==> src/rtl/instr_decode.sv <==
// Decode stage: register file with write-through bypass, operand fetch,
// load-use hazard detection and a one-cycle registered decode bundle.
module instr_decode (
   input  logic        clk,
   input  logic        rst_n,
   input  logic [15:0] instr,
   input  logic        instr_valid,
   input  logic [15:0] npc_in,
   input  logic        flush,
   input  logic        wb_en,
   input  logic [4:0]  wb_index,
   input  logic [15:0] wb_data,
   output logic [4:0]  control_in,
   output logic [4:0]  dest_index_in,
   output logic [15:0] reg1_data,
   output logic [15:0] reg2_data,
   output logic [15:0] npc,
   output logic [6:0]  immediate,
   output logic        reg_write_en,
   output logic        stall_out
);

   localparam logic [3:0] OP_NOP   = 4'h0;
   localparam logic [3:0] OP_SUB   = 4'h1;
   localparam logic [3:0] OP_ADD   = 4'h2;
   localparam logic [3:0] OP_ADDI  = 4'h3;
   localparam logic [3:0] OP_SHLLI = 4'h4;
   localparam logic [3:0] OP_SHRLI = 4'h5;
   localparam logic [3:0] OP_CMP   = 4'hB;
   localparam logic [3:0] OP_LOAD  = 4'hC;
   localparam logic [3:0] OP_LOADI = 4'hD;
   localparam logic [3:0] OP_STORE = 4'hE;
   localparam logic [3:0] OP_MOV   = 4'hF;

   logic [15:0] rf_q [32];

   logic [3:0]  op;
   logic [4:0]  rd;
   logic [4:0]  rs;
   logic        use_rd;
   logic        use_rs;
   logic        wr_rd;
   logic        is_rr;
   logic        is_ri;
   logic        is_rs;
   logic [15:0] rd_val;
   logic [15:0] rs_val;
   logic        bubble;

   logic [4:0]  ctrl_q, ctrl_d;
   logic [4:0]  dest_q, dest_d;
   logic [15:0] r1_q, r1_d;
   logic [15:0] r2_q, r2_d;
   logic [15:0] npc_q, npc_d;
   logic [6:0]  imm_q, imm_d;
   logic        we_q, we_d;

   assign op = instr[15:12];
   assign rd = instr[11:7];
   assign rs = instr[6:2];

   assign is_rr = (op == OP_SUB) || (op == OP_ADD) ||
                  (op == OP_CMP) || (op == OP_STORE);
   assign is_ri = (op == OP_ADDI) || (op == OP_SHLLI) ||
                  (op == OP_SHRLI);
   assign is_rs = (op == OP_MOV) || (op == OP_LOAD);

   // Classify which source fields the opcode actually reads
   always_comb begin
      use_rd = 1'b0;
      use_rs = 1'b0;
      unique case (1'b1)
         is_rr: begin
            use_rd = 1'b1;
            use_rs = 1'b1;
         end
         is_ri: use_rd = 1'b1;
         is_rs: use_rs = 1'b1;
         default: ;
      endcase
   end

   // Opcodes that produce a result into rd
   always_comb begin
      wr_rd = 1'b0;
      unique case (1'b1)
         is_rr: wr_rd = (op == OP_SUB) || (op == OP_ADD);
         is_ri: wr_rd = 1'b1;
         is_rs: wr_rd = 1'b1;
         default: wr_rd = (op == OP_LOADI);
      endcase
   end

   // Register reads with R0 hardwired and same-cycle writeback bypass
   always_comb begin
      rd_val = '0;
      rs_val = '0;
      if (rd != 5'd0)
         rd_val = (wb_en && wb_index == rd) ? wb_data : rf_q[rd];
      if (rs != 5'd0)
         rs_val = (wb_en && wb_index == rs) ? wb_data : rf_q[rs];
   end

   // Load-use hazard against the load currently held in the output stage
   always_comb begin
      stall_out = 1'b0;
      if (!flush && instr_valid && we_q && dest_q != 5'd0 &&
          ctrl_q == {1'b0, OP_LOAD})
         stall_out = (use_rd && rd == dest_q) ||
                     (use_rs && rs == dest_q);
   end

   assign bubble = flush || stall_out || !instr_valid;

   // Next decode bundle, or an all-zero bubble
   always_comb begin
      ctrl_d = '0;
      dest_d = '0;
      r1_d   = '0;
      r2_d   = '0;
      npc_d  = '0;
      imm_d  = '0;
      we_d   = 1'b0;
      if (!bubble) begin
         ctrl_d = {1'b0, op};
         dest_d = rd;
         r1_d   = use_rd ? rd_val : 16'h0000;
         r2_d   = use_rs ? rs_val : 16'h0000;
         npc_d  = npc_in;
         imm_d  = instr[6:0];
         we_d   = wr_rd;
      end
   end

   // Decode output registers
   always_ff @(posedge clk or negedge rst_n) begin
      if (!rst_n) begin
         ctrl_q <= '0;
         dest_q <= '0;
         r1_q   <= '0;
         r2_q   <= '0;
         npc_q  <= '0;
         imm_q  <= '0;
         we_q   <= 1'b0;
      end else begin
         ctrl_q <= ctrl_d;
         dest_q <= dest_d;
         r1_q   <= r1_d;
         r2_q   <= r2_d;
         npc_q  <= npc_d;
         imm_q  <= imm_d;
         we_q   <= we_d;
      end
   end

   // Register file writes continue regardless of stall or flush
   always_ff @(posedge clk or negedge rst_n) begin
      if (!rst_n) begin
         for (int i = 0; i < 32; i++)
            rf_q[i] <= '0;
      end else if (wb_en && wb_index != 5'd0) begin
         rf_q[wb_index] <= wb_data;
      end
   end

   assign control_in    = ctrl_q;
   assign dest_index_in = dest_q;
   assign reg1_data     = r1_q;
   assign reg2_data     = r2_q;
   assign npc           = npc_q;
   assign immediate     = imm_q;
   assign reg_write_en  = we_q;

   logic unused_ok;
   assign unused_ok = ^{OP_NOP, OP_LOADI};

endmodule

==> config.mk <==
export PLATFORM = sky130hd
export DESIGN_NAME = instr_decode
export DESIGN_NICKNAME = d
export VERILOG_FILES = /design/src/rtl/instr_decode.sv
export SDC_FILE = /design/constraint.sdc
export NUM_CORES = 1
export LEC_CHECK = 0
export CORE_MARGIN = 1
export CORE_UTILIZATION = 65
export CTS_CLUSTER_SIZE = 40
export DETAILED_ROUTE_END_ITERATION = 7
export PLACE_DENSITY = 0.85
export REMOVE_ABC_BUFFERS = 1
export SLEW_MARGIN = 0
export SYNTH_ARGS = -nofsm -noshare
export SYNTH_HDL_FRONTEND = slang
export SYNTH_SLANG_ARGS = --single-unit
==> constraint.sdc <==
create_clock -name clk -period 4.72 [get_ports clk]
set_clock_uncertainty 0.2 [all_clocks]
set_input_delay 0.944 -clock clk [delete_from_list [all_inputs] [get_ports clk]]
set_output_delay 0.944 -clock clk [all_outputs]
set_load 0.01 [all_outputs]
==> results of run 1 <==
==> final timing paths <==
check,end,slack (ns),cells past startpoint,startpoint
setup / recovery,stall_out,0.36,6,instr[15]
hold / removal,npc[10]$_DFF_PN0_,0.12,1,rst_n
setup reg to reg,reg1_data[9]$_DFF_PN0_,1.87,7,dest_index_in[1]$_DFF_PN0_
hold reg to reg,rf_q[506]$_DFFE_PN0P_,0.19,0,rf_q[506]$_DFFE_PN0P_
max in group asynchronous,rf_q[206]$_DFFE_PN0P_,3.16,2,rst_n
min in group clk,rf_q[506]$_DFFE_PN0P_,0.19,0,rf_q[506]$_DFFE_PN0P_
==> power by group through the flow <==
stage / Combinational, uW / Clock, uW / Sequential, uW
global route: 2790 / 4940 / 6550
CTS: 2630 / 4740 / 6430
floorplan: 1810 / 0 / 6270
finish: 2640 / 4710 / 6460
detailed placement: 2600 / 0 / 6500
global placement: 2500 / 0 / 6390
==> worst register-to-register path, cell delays in order (launching register included) <==
cell                       delay (ns)
sky130_fd_sc_hd__dfrtp_1         0.46
sky130_fd_sc_hd__xor2_1          0.24
sky130_fd_sc_hd__nor3_1          0.08
sky130_fd_sc_hd__nand4_1         0.16
sky130_fd_sc_hd__a221oi_4        0.08
sky130_fd_sc_hd__buf_4           0.19
sky130_fd_sc_hd__nor4_4          1.05
sky130_fd_sc_hd__a22o_1          0.30
==> placed cells by master (no fill, tap or decap), drive strengths merged, types with 6 or more instances in the layout <==
master / n
dfrtp: 577
mux2: 496
mux4: 261
clkdlybuf4s50: 115
clkbuf: 88
buf: 82
o22ai: 76
nor2: 43
nor3: 36
mux2i: 33
and2: 29
nand2: 26
nor4: 19
xor2: 16
a22o: 16
a21oi: 14
o21ai: 13
a22oi: 10
clkinv: 9
nor3b: 8
nand3b: 7
nor2b: 6
a211oi: 6
nand3: 6
o311ai: 6
==> cells by family after synthesis <==
family | after synthesis | share of synthesized area, %
AOI/OAI and AO/OA | 146 | 3.364
xor gates and xnor gates | 20 | 0.5960
buffers and inverters | 208 | 3.074
DFF | 577 | 49.13
muxes | 790 | 40.13
other | 1 | 0.01276
and+or+nand+nor | 200 | 3.687
==> sequential cells by signal (all words and copies together), names as in the netlist <==
register       count
reg_write_en       1
reg1_data         16
rf_q             512
reg2_data         16
immediate          7
control_in         4
dest_index_in      5
npc               16
==> per-layer routing <==
metal	wire length [um]	global-route usage (%)	vias to the layer above
li1	-	-	7579
met1	30640	49.70	10130
met2	38610	56.32	1293
met3	8852	9.262	337
met4	5125	21.10	0
met5	0	0	-
==> synthesized netlist by cell type (3+ instances only) <==
cell type                  instances
sky130_fd_sc_hd__or3_1             3
sky130_fd_sc_hd__mux2_2          496
sky130_fd_sc_hd__nor3_1           36
sky130_fd_sc_hd__o21ai_0          13
sky130_fd_sc_hd__xnor2_1           4
sky130_fd_sc_hd__a211oi_1          6
sky130_fd_sc_hd__nor4_1           18
sky130_fd_sc_hd__o22ai_1          76
sky130_fd_sc_hd__a21oi_1          14
sky130_fd_sc_hd__a22o_1           16
sky130_fd_sc_hd__nand3b_1          7
sky130_fd_sc_hd__mux4_2          261
sky130_fd_sc_hd__and2_1           29
sky130_fd_sc_hd__nor3b_1           8
sky130_fd_sc_hd__buf_4             8
sky130_fd_sc_hd__buf_1             5
sky130_fd_sc_hd__xor2_1           16
sky130_fd_sc_hd__nand3_1           6
sky130_fd_sc_hd__mux2i_1          33
sky130_fd_sc_hd__a22oi_1          10
sky130_fd_sc_hd__buf_6             5
sky130_fd_sc_hd__nor2_1           43
sky130_fd_sc_hd__nor2b_1           6
sky130_fd_sc_hd__and3_1            3
sky130_fd_sc_hd__or3b_2            3
sky130_fd_sc_hd__o311ai_0          5
sky130_fd_sc_hd__buf_2            44
sky130_fd_sc_hd__dfrtp_1         577
sky130_fd_sc_hd__nand2_1          26
sky130_fd_sc_hd__clkbuf_1        143
==> through the flow <==
step	setup WS [ns]	power [uW]	util (%)	instances	area (um^2)
2_1_floorplan	1.457	8082	-	1737	28490
3_3_place_gp	0.4572	8890	70.25	2527	31200
3_5_place_dp	0.4013	9099	70.25	2527	31200
4_1_cts	0.3921	13790	74.59	2630	33130
5_1_grt	0.2938	14270	74.59	2630	33130
6_report	0.3551	13810	74.59	2630	33130
==> area by class of cell <==
class / instances / area share, %
tap: 592 / 2.236
clock inverter: 16 / 0.6496
timing repair buffer: 198 / 5.756
sequential: 577 / 43.59
inverter: 3 / 0.03399
multi-input combinational: 1157 / 42.57
clock buffer: 87 / 5.167
==> summary.txt, run 1 <==
Finish
  – Layout cells sized above 1: 46.81%
  – Number of nets at the end of the flow: 2054
  – Fill cell instance count of the final layout: 2680
  – Area growth syn-to-layout: 12.73%
  – Multi-input gate area: 14100 um^2
  – Sequential Area: 14440 um^2
  – Ant. Diodes: 0

Route
  – Aggregate routed wire length: 83230 um
  – Number of search-and-repair iterations in the first detailed-routing pass: 5
  – Avg WL per Cell: 31.64 um
  – Remaining antenna violation count after routing: 0
  – DRC violation count after routing: 0
  – Total vias in the final route: 19340
  – Count of routing violations after the opening detailed-route iteration: 1949
  – Ratio of routed vias to standard cells: 7.353

Clocking
  – Cell chosen for the clock root: sky130_fd_sc_hd__clkbuf_16
  – Clock transition at the registers of the reported paths: 0.06 ns
  – Depth of the CTS H-tree: 2
  – Setup Fix Bufs, Post-CTS: 0
  – Buffer depth of the longest clock path: 3
  – Clk Latency, worst-skew pair: 0.63 ns
  – Number of gates given a new drive strength after cts: 0
  – TritonCTS sink count: 577
  – TritonCTS clock tree: built
  – Number of buffers added by the clock tree synthesis step: 59
  – Post-CTS Hold Fix Bufs: 0

STA
  – Final setup TNS: 0 ns
  – Final number of hold-violating endpoints: 0
  – Fmax: 0.2291 GHz
  – Worst hold slack: 0.1199 ns
  – Final worst-path cycle share: 92.48%
  – Worst Tran Pin Value: 1.348 ns
  – Setup-violating endpoint count in the final report: 0
  – Pins over their slew limit: 0
  – Headroom to the max-slew limit: 9.883%
  – Setup repair after global routing missed its margin: false
  – Final critical-path required period: 4.365 ns

Synthesis
  – Post-synth ARST share: 100.0%
  – Cell variety after synth: 49
  – Share of the synthesized area in the top cell type: 49.13%
  – Mean post-synth cell area: 15.13 um^2
  – Cell taking the most area after synthesis: sky130_fd_sc_hd__dfrtp_1
  – Area of the mapped netlist: 29390 um^2
  – Synth Flop Type: sky130_fd_sc_hd__dfrtp_1
  – Most area-consuming cells after synthesis: sky130_fd_sc_hd__dfrtp_1 49%, sky130_fd_sc_hd__mux4_2 20%, sky130_fd_sc_hd__mux2_2 19%, sky130_fd_sc_hd__clkbuf_1 1.8%, sky130_fd_sc_hd__o22ai_1 1.6%
  – Mapped Cells: 1942
  – Yosys warnings: 0
  – Flip-flop and latch count after synthesis: 577
  – EDFF count, synth: 0
  – Proportion of synthesized chip area in sequential cells: 49.13%

Power and ir drop
  – Sw Ratio: 26.38%
  – Power density relative to cell area: 416.8 nW/um^2
  – Net switching power: 3642 uW
  – Clock network fraction of total power: 34.1%
  – Combinational fraction of design power: 19.1%
  – Worst IR Drop VDD: 0.3247 mV
  – Int Power: 10170 uW
  – Leakage: 0.01423 uW
  – Sequential fraction of design power: 46.8%

Worst setup path
  – Top cell family by delay on the critical path: buffers and inverters
  – Maximum cell stage delay along the critical path: 0.58 ns
  – Kind of start point of the critical path: primary input
  – Cell occurring most often along the worst timing path: sky130_fd_sc_hd__clkdlybuf4s50_1
  – Worst setup path class: primary input to output port
  – Worst-path fanout max: 10
  – Worst Path Required: 3.58 ns
  – Capturing element type of the critical path: output port
  – Data arrival time at the worst-slack endpoint: 3.22 ns
  – Count of buffer and inverter cells on the critical path: 2
  – Cell with the biggest individual delay on the critical path: sky130_fd_sc_hd__clkdlybuf4s50_1
  – Ordered list of cells on the worst path: clkdlybuf4s50_1 > or3b_1 > a32oi_2 > nand4_2 > a221oi_4 > clkdlybuf4s50_1

Die
  – Standard-cell rows: 77
  – Core Area: 44410 um^2
  – Height of the die: 214.6 um
  – Die width: 214.6 um
  – Initial core utilization: 66.17%
  – Total die area: 46070 um^2
  – IO Count: 125

Placed design
  – Final HPWL DP: 50000 um
  – Port-buffer cells: 123
  – Final weighted congestion in routability-driven placement: 0.9301

Global route
  – Number of global-route vias before repair: 20430
  – GRT Resource Usage Total: 37.14%
  – Wire length of the first global-routing pass: 126700 um
  – Pin count of the biggest net entering global routing: 90
  – Initial antenna violation count: 0
  – Remaining global-route overflow: 0

Status
  – Run status: completed

Worst hold path
  – Hold/Removal Path Class: primary input to asynchronous set/reset pin

Job
  – MaxCap Viol Count: 0
(Power assumes the default switching activity.)
==> run 2: changes to the inputs <==
--- a/config.mk
+++ b/config.mk
@@ -6,10 +6,10 @@
 export NUM_CORES = 1
 export LEC_CHECK = 0
 export CORE_MARGIN = 1
-export CORE_UTILIZATION = 65
+export CORE_UTILIZATION = 49
 export CTS_CLUSTER_SIZE = 40
 export DETAILED_ROUTE_END_ITERATION = 7
-export PLACE_DENSITY = 0.85
+export PLACE_DENSITY = 0.67
 export REMOVE_ABC_BUFFERS = 1
 export SLEW_MARGIN = 0
 export SYNTH_ARGS = -nofsm -noshare
==> constraint.sdc (replaced) <==
create_clock -name clk -period 4.4 [get_ports clk]
set_clock_uncertainty 0.2 [all_clocks]
set_input_delay 0.88 -clock clk [delete_from_list [all_inputs] [get_ports clk]]
set_output_delay 0.88 -clock clk [all_outputs]
set_load 0.01 [all_outputs]
==> run 2 against run 1 <==
  * The run now ends with design-rule violations left
  * Global-route usage decreased by 8.3 points
  * Worst hold slack got worse by 0.059 ns
  * Sequential power increased by 6.7%
  * Sequential cell count unchanged
  * Clock power increased by 14%
  * Largest cell class unchanged
==> summary.txt, run 2 (synthesized netlist as in run 1, its figures left out) <==
STA
  – Setup repair after global routing missed its margin: false
  – Final number of hold-violating endpoints: 0
  – Final critical-path required period: 4.212 ns
  – Worst Tran Pin Value: 1.336 ns
  – Fmax: 0.2374 GHz
  – Final worst-path cycle share: 95.73%
  – Setup-violating endpoint count in the final report: 0
  – Final setup TNS: 0 ns
  – Pins over their slew limit: 0
  – Worst hold slack: 0.06069 ns
  – Headroom to the max-slew limit: 10.63%

Die
  – Core Area: 59130 um^2
  – Initial core utilization: 49.70%
  – Total die area: 60960 um^2
  – Standard-cell rows: 89
  – IO Count: 125
  – Height of the die: 246.9 um
  – Die width: 246.9 um

Finish
  – Area growth syn-to-layout: 14.71%
  – Number of nets at the end of the flow: 2072
  – Post-route cell area: 33710 um^2
  – Fill cell instance count of the final layout: 4568
  – Ant. Diodes: 0
  – Most common cell after layout, fill and taps aside: sky130_fd_sc_hd__dfrtp_1
  – Register containing the most flip-flops in the final layout: rf_q
  – Final standard cell utilization of the core: 57.01%
  – Commonest non-fill, non-tap cells in the layout: 577 x sky130_fd_sc_hd__dfrtp_1, 496 x sky130_fd_sc_hd__mux2_2, 261 x sky130_fd_sc_hd__mux4_2
  – Layout cells sized above 1: 47.62%
  – Number of flip-flops under the largest register name: 512

Worst setup path
  – Worst setup path class: primary input to output port
  – Kind of start point of the critical path: primary input
  – Capturing element type of the critical path: output port
  – Data arrival time at the worst-slack endpoint: 3.13 ns
  – Worst Path Required: 3.32 ns
  – Worst-path fanout max: 10
  – Reg2Reg Depth: 8

Route
  – Total vias in the final route: 18610
  – Remaining antenna violation count after routing: 0
  – Avg WL per Cell: 30.03 um
  – Ratio of routed vias to standard cells: 6.563
  – DRC violation count after routing: 48
  – Count of routing violations after the opening detailed-route iteration: 1504
  – Number of search-and-repair iterations in the first detailed-routing pass: 8
  – Aggregate routed wire length: 85150 um

Power and ir drop
  – Worst IR Drop VDD: 0.3323 mV
  – Sw Ratio: 26.16%
  – Power density relative to cell area: 448.8 nW/um^2
  – Int Power: 11170 uW
  – PnR Total Power: 15130 uW
  – Combinational fraction of design power: 18.8%
  – Sequential fraction of design power: 45.5%
  – Leakage: 0.01441 uW
  – Net switching power: 3958 uW
  – Clock network fraction of total power: 35.7%

Global route
  – Number of global-route vias before repair: 19310
  – Wire length of the first global-routing pass: 128500 um
  – GRT Resource Usage Total: 28.88%
  – Initial antenna violation count: 0
  – Pin count of the biggest net entering global routing: 93
  – Remaining global-route overflow: 0

Clocking
  – Clock transition at the registers of the reported paths: 0.06 ns
  – Number of buffers added by the clock tree synthesis step: 61
  – Cell chosen for the clock root: sky130_fd_sc_hd__clkbuf_16
  – Clk Latency, worst-skew pair: 0.65 ns
  – TritonCTS clock tree: built
  – Depth of the CTS H-tree: 2
  – Post-CTS Hold Fix Bufs: 0
  – Setup Fix Bufs, Post-CTS: 0
  – Number of gates given a new drive strength after cts: 0
  – Buffer depth of the longest clock path: 3
  – TritonCTS sink count: 577

Job
  – MaxCap Viol Count: 0

Status
  – Run status: finished, violations left
  – Failing checks: design-rule violations

Placed design
  – Port-buffer cells: 123
  – Instance area at placement: 31610 um^2
  – Final weighted congestion in routability-driven placement: 0.8991
  – Final HPWL DP: 53660 um

Worst hold path
  – Hold/Removal Path Class: primary input to asynchronous set/reset pin
==> run 2: changes by cell type in the layout (fill, tap and decap cells not counted), sizes merged <==
cell | before | now
clkinv | 9 | 16
buf | 82 | 98
bufinv | 5 | 7
inv | 4 | 2
clkinvlp | 1 | 2
==> run 2: path summary, 6_finish.rpt <==
kind / start / end / slack [ns]
hold / removal: rst_n / immediate[1]$_DFF_PN0_ / 0.06
min in group clk: rf_q[502]$_DFFE_PN0P_ / rf_q[502]$_DFFE_PN0P_ / 0.20
max in group asynchronous: rst_n / rf_q[79]$_DFFE_PN0P_ / 2.91
setup reg to reg: dest_index_in[1]$_DFF_PN0_ / reg2_data[2]$_DFF_PN0_ / 1.68
setup / recovery: instr[15] / stall_out / 0.19
hold reg to reg: rf_q[502]$_DFFE_PN0P_ / rf_q[502]$_DFFE_PN0P_ / 0.20
==> run 2: per-layer routing <==
metal,GRT usage (%),wire (um),part of all wire [%],vias to the layer above
li1,-,-,-,7623
met1,40.25,35460,42,9998
met2,44.70,39880,47,799
met3,6.588,6654,7.8,186
met4,9.985,3158,3.7,0
met5,0,0,0,-
==> run 2: stage by stage <==
step | setup slack [ns] | instances
after floorplan | 1.265 | 1737
after CTS | 0.2033 | 2835
after detailed placement | 0.2156 | 2724
after global routing | 0.07168 | 2835
after global placement | 0.2546 | 2724
final | 0.1877 | 2835
==> run 2: area by class of cell <==
type | count | area (um^2) | area share, %
inverters | 3 | 11.26 | 0.03341
clock buffers | 87 | 1785 | 5.297
repair buffers | 214 | 2090 | 6.198
clock inverters | 24 | 315.3 | 0.9353
well taps | 773 | 967.2 | 2.869
flip-flops and latches | 577 | 14440 | 42.83
multi-input cells | 1157 | 14100 | 41.83
==> run 2: power by group through the flow <==
stage	clock network [uW]	logic [uW]	registers, uW
2_1_floorplan	0	1940	6730
5_1_grt	5700	3040	7000
3_3_place_gp	0	2780	6880
3_5_place_dp	0	2850	6950
4_1_cts	5480	2860	6860
6_report	5390	2850	6890
==> run 2: critical path, cell delays in order <==
cell	delay (ns)
sky130_fd_sc_hd__clkdlybuf4s50_1	0.55
sky130_fd_sc_hd__or3b_1	0.46
sky130_fd_sc_hd__a32oi_2	0.22
sky130_fd_sc_hd__nand4_2	0.14
sky130_fd_sc_hd__a221oi_4	0.29
sky130_fd_sc_hd__clkdlybuf4s50_1	0.58
==> run 3: changes to the inputs <==
--- a/config.mk
+++ b/config.mk
@@ -5,11 +5,12 @@
 export SDC_FILE = /design/constraint.sdc
 export NUM_CORES = 1
 export LEC_CHECK = 0
-export CORE_MARGIN = 1
+export ABC_AREA = 1
+export CORE_MARGIN = 4
 export CORE_UTILIZATION = 49
 export CTS_CLUSTER_SIZE = 40
 export DETAILED_ROUTE_END_ITERATION = 7
-export PLACE_DENSITY = 0.67
+export PLACE_DENSITY = 0.66
 export REMOVE_ABC_BUFFERS = 1
 export SLEW_MARGIN = 0
 export SYNTH_ARGS = -nofsm -noshare
==> run 3 against run 2 <==
  * The flow now finishes without violations
  * Final cell count rose by 100%
  * Non-clock buffer count grew 16
  * Cell area up 8.9%
  * Synthesized area grew 12%
  * Setup slack better by 0.39 ns
  * First-iteration DRC count rose to 2.5 times the previous value
  * Critical path type unchanged
  * Critical endpoint unchanged
==> summary.txt, run 3 <==
Die
  – Standard-cell rows: 94
  – Total die area: 71190 um^2
  – Height of the die: 266.8 um
  – Initial core utilization: 49.66%
  – Die width: 266.8 um
  – IO Count: 125
  – Core Area: 66100 um^2

Finish
  – Fill cell instance count of the final layout: 6463
  – Layout cells sized above 1: 5.953%
  – Number of flip-flops under the largest register name: 512
  – Area growth syn-to-layout: 11.85%
  – Number of nets at the end of the flow: 4830
  – Sequential Area: 14440 um^2
  – Commonest non-fill, non-tap cells in the layout: 1812 x sky130_fd_sc_hd__nand2_1, 626 x sky130_fd_sc_hd__nand3_1, 577 x sky130_fd_sc_hd__dfrtp_1
  – Final standard cell utilization of the core: 55.55%
  – Register containing the most flip-flops in the final layout: rf_q
  – Final non-filler cell total: 5685
  – Ant. Diodes: 0
  – Multi-input gate area: 14940 um^2
  – Most common cell after layout, fill and taps aside: sky130_fd_sc_hd__nand2_1

Clocking
  – Setup Fix Bufs, Post-CTS: 0
  – Depth of the CTS H-tree: 3
  – Clock transition at the registers of the reported paths: 0.05 ns
  – Clk Latency, worst-skew pair: 0.61 ns
  – Post-CTS Hold Fix Bufs: 0
  – TritonCTS clock tree: built
  – Number of gates given a new drive strength after cts: 0
  – Buffer depth of the longest clock path: 3
  – Number of buffers added by the clock tree synthesis step: 68
  – TritonCTS sink count: 577
  – Cell chosen for the clock root: sky130_fd_sc_hd__clkbuf_16

Route
  – Aggregate routed wire length: 113800 um
  – Ratio of routed vias to standard cells: 5.638
  – Total vias in the final route: 32050
  – Remaining antenna violation count after routing: 0
  – Avg WL per Cell: 20.01 um
  – Count of routing violations after the opening detailed-route iteration: 3820
  – Number of search-and-repair iterations in the first detailed-routing pass: 6
  – DRC violation count after routing: 0

Power and ir drop
  – Power density relative to cell area: 428.6 nW/um^2
  – Leakage: 0.01819 uW
  – Worst IR Drop VDD: 0.2430 mV

STA
  – Fmax: 0.2618 GHz
  – Final setup TNS: 0 ns
  – Headroom to the max-slew limit: 31.42%
  – Final worst-path cycle share: 86.82%
  – Pins over their slew limit: 0
  – Final critical-path required period: 3.820 ns
  – Final number of hold-violating endpoints: 0
  – Worst Tran Pin Value: 1.028 ns
  – Setup-violating endpoint count in the final report: 0
  – Setup repair after global routing missed its margin: false

Worst setup path
  – Capturing element type of the critical path: output port
  – Worst-path fanout max: 4
  – Ordered list of cells on the worst path: clkdlybuf4s50_1 > inv_1 > nand2_1 > nor2_1 > nor2_1 > nand2_1 > nand2_1 > nand2_1 > nand2_2 > inv_1 > clkdlybuf4s50_1
  – Data arrival time at the worst-slack endpoint: 2.74 ns
  – Maximum cell stage delay along the critical path: 0.54 ns
  – Worst Path Required: 3.32 ns
  – Count of buffer and inverter cells on the critical path: 4
  – Cell occurring most often along the worst timing path: sky130_fd_sc_hd__nand2_1
  – Top cell family by delay on the critical path: buffers and inverters
  – Cell with the biggest individual delay on the critical path: sky130_fd_sc_hd__clkdlybuf4s50_1
  – Worst setup path class: primary input to output port
  – Kind of start point of the critical path: primary input

Global route
  – Remaining global-route overflow: 0
  – Global routing usage on met2: 48.00%
  – Met1 routing resource usage after global routing: 45.43%
  – Wire length of the first global-routing pass: 177300 um
  – Number of global-route vias before repair: 30010
  – Pin count of the biggest net entering global routing: 156
  – GRT Resource Usage Total: 31.85%
  – Initial antenna violation count: 0
  – Met3 Use GR: 6.158%
  – Most crowded layer after global routing: met2

Synthesis
  – Synth Flop Type: sky130_fd_sc_hd__dfrtp_1
  – Yosys warnings: 0
  – Flip-flop and latch count after synthesis: 577
  – Area of the mapped netlist: 32820 um^2
  – Library cell with the highest instance count after synthesis: sky130_fd_sc_hd__nand2_1
  – Post-synth ARST share: 100.0%
  – Cell taking the most area after synthesis: sky130_fd_sc_hd__dfrtp_1
  – EDFF count, synth: 0
  – Cell variety after synth: 36
  – Proportion of synthesized chip area in sequential cells: 43.99%
  – Mean post-synth cell area: 6.759 um^2
  – Share of the synthesized area in the top cell type: 43.99%
  – Mapped Cells: 4856
  – Most area-consuming cells after synthesis: sky130_fd_sc_hd__dfrtp_1 44%, sky130_fd_sc_hd__nand2_1 21%, sky130_fd_sc_hd__nand3_1 9.5%, sky130_fd_sc_hd__o21ai_0 8.2%, sky130_fd_sc_hd__inv_1 5.0%
  – Commonest cells in the netlist: 1812 x sky130_fd_sc_hd__nand2_1, 626 x sky130_fd_sc_hd__nand3_1, 577 x sky130_fd_sc_hd__dfrtp_1, 538 x sky130_fd_sc_hd__o21ai_0, 437 x sky130_fd_sc_hd__inv_1

Status
  – Run status: completed

Worst hold path
  – Hold/Removal Path Class: primary input to asynchronous set/reset pin

Placed design
  – Placed cell count: 5566
  – Final HPWL DP: 66860 um
  – Final weighted congestion in routability-driven placement: 0.9763
  – Port-buffer cells: 123

Job
  – MaxCap Viol Count: 0
## run 3: per-stage QoR
step                hold slack [ns]  power, uW  worst slack, ns  area, um^2
floorplan                    0.1537       8796           -1.859       31120
global placement             0.1660       9889           0.5620       34440
detailed placement           0.1656       9970           0.5938       34440
CTS                         0.07648      15790           0.5842       36720
global route                0.09930      16610           0.4404       36720
finish                      0.06745      15740           0.5799       36720
## run 3: worst paths after layout
check                      cells past startpoint  slack (ns)                       start                     end
hold / removal                                 1        0.07                       rst_n   rf_q[186]$_DFFE_PN0P_
min in group clk                               0        0.17       rf_q[496]$_DFFE_PN0P_   rf_q[496]$_DFFE_PN0P_
hold reg to reg                                0        0.17       rf_q[496]$_DFFE_PN0P_   rf_q[496]$_DFFE_PN0P_
max in group asynchronous                      2        2.94                       rst_n   rf_q[480]$_DFFE_PN0P_
setup / recovery                              11        0.58                   instr[12]               stall_out
setup reg to reg                              10        1.95  dest_index_in[0]$_DFF_PN0_  immediate[3]$_DFF_PN0_
## run 3: worst reg2reg max path, stage by stage, from the launching register on
cell,delay (ns)
sky130_fd_sc_hd__dfrtp_1,0.49
sky130_fd_sc_hd__xnor2_1,0.23
sky130_fd_sc_hd__nand2_1,0.10
sky130_fd_sc_hd__nor2_1,0.17
sky130_fd_sc_hd__nand2_1,0.07
sky130_fd_sc_hd__nand2_1,0.08
sky130_fd_sc_hd__nand2_2,0.05
sky130_fd_sc_hd__buf_4,0.24
sky130_fd_sc_hd__nand2_1,0.26
sky130_fd_sc_hd__buf_4,0.34
sky130_fd_sc_hd__nor2_1,0.08
## run 3: layout make-up
class                           count  share of cell area (%)
Clock buffer                      108                   5.824
Clock inverter                     11                  0.3749
Inverter                          464                   4.791
Multi-Input combinational cell   3431                   40.70
Sequential cell                   577                   39.33
Tap cell                          864                   2.944
Timing Repair Buffer              230                   6.035
## run 3: power breakdown
group	internal, uW	switching, uW	leakage [uW]	total [uW]
sequential	6220	630	0.00742	6850
combinational	1120	1980	0.00966	3100
clock	3500	2300	0.00111	5790
total	10800	4900	0.0182	15700
## run 3: layer usage
metal / vias to the layer above / wire length (um)
li1: 15160 / -
met3: 270 / 11030
met4: 0 / 4719
met1: 15040 / 48630
met2: 1585 / 49380
met5: - / 0
## run 3: cell families after synthesis
family	Yosys count	share of synthesized area [%]
AO/OA/AOI/OAI	676	10.41
other	1	0.01142
AND/OR/NAND/NOR	2750	35.00
XOR/XNOR	4	0.1067
buffers and inverters	848	10.49
flip-flops	577	43.99
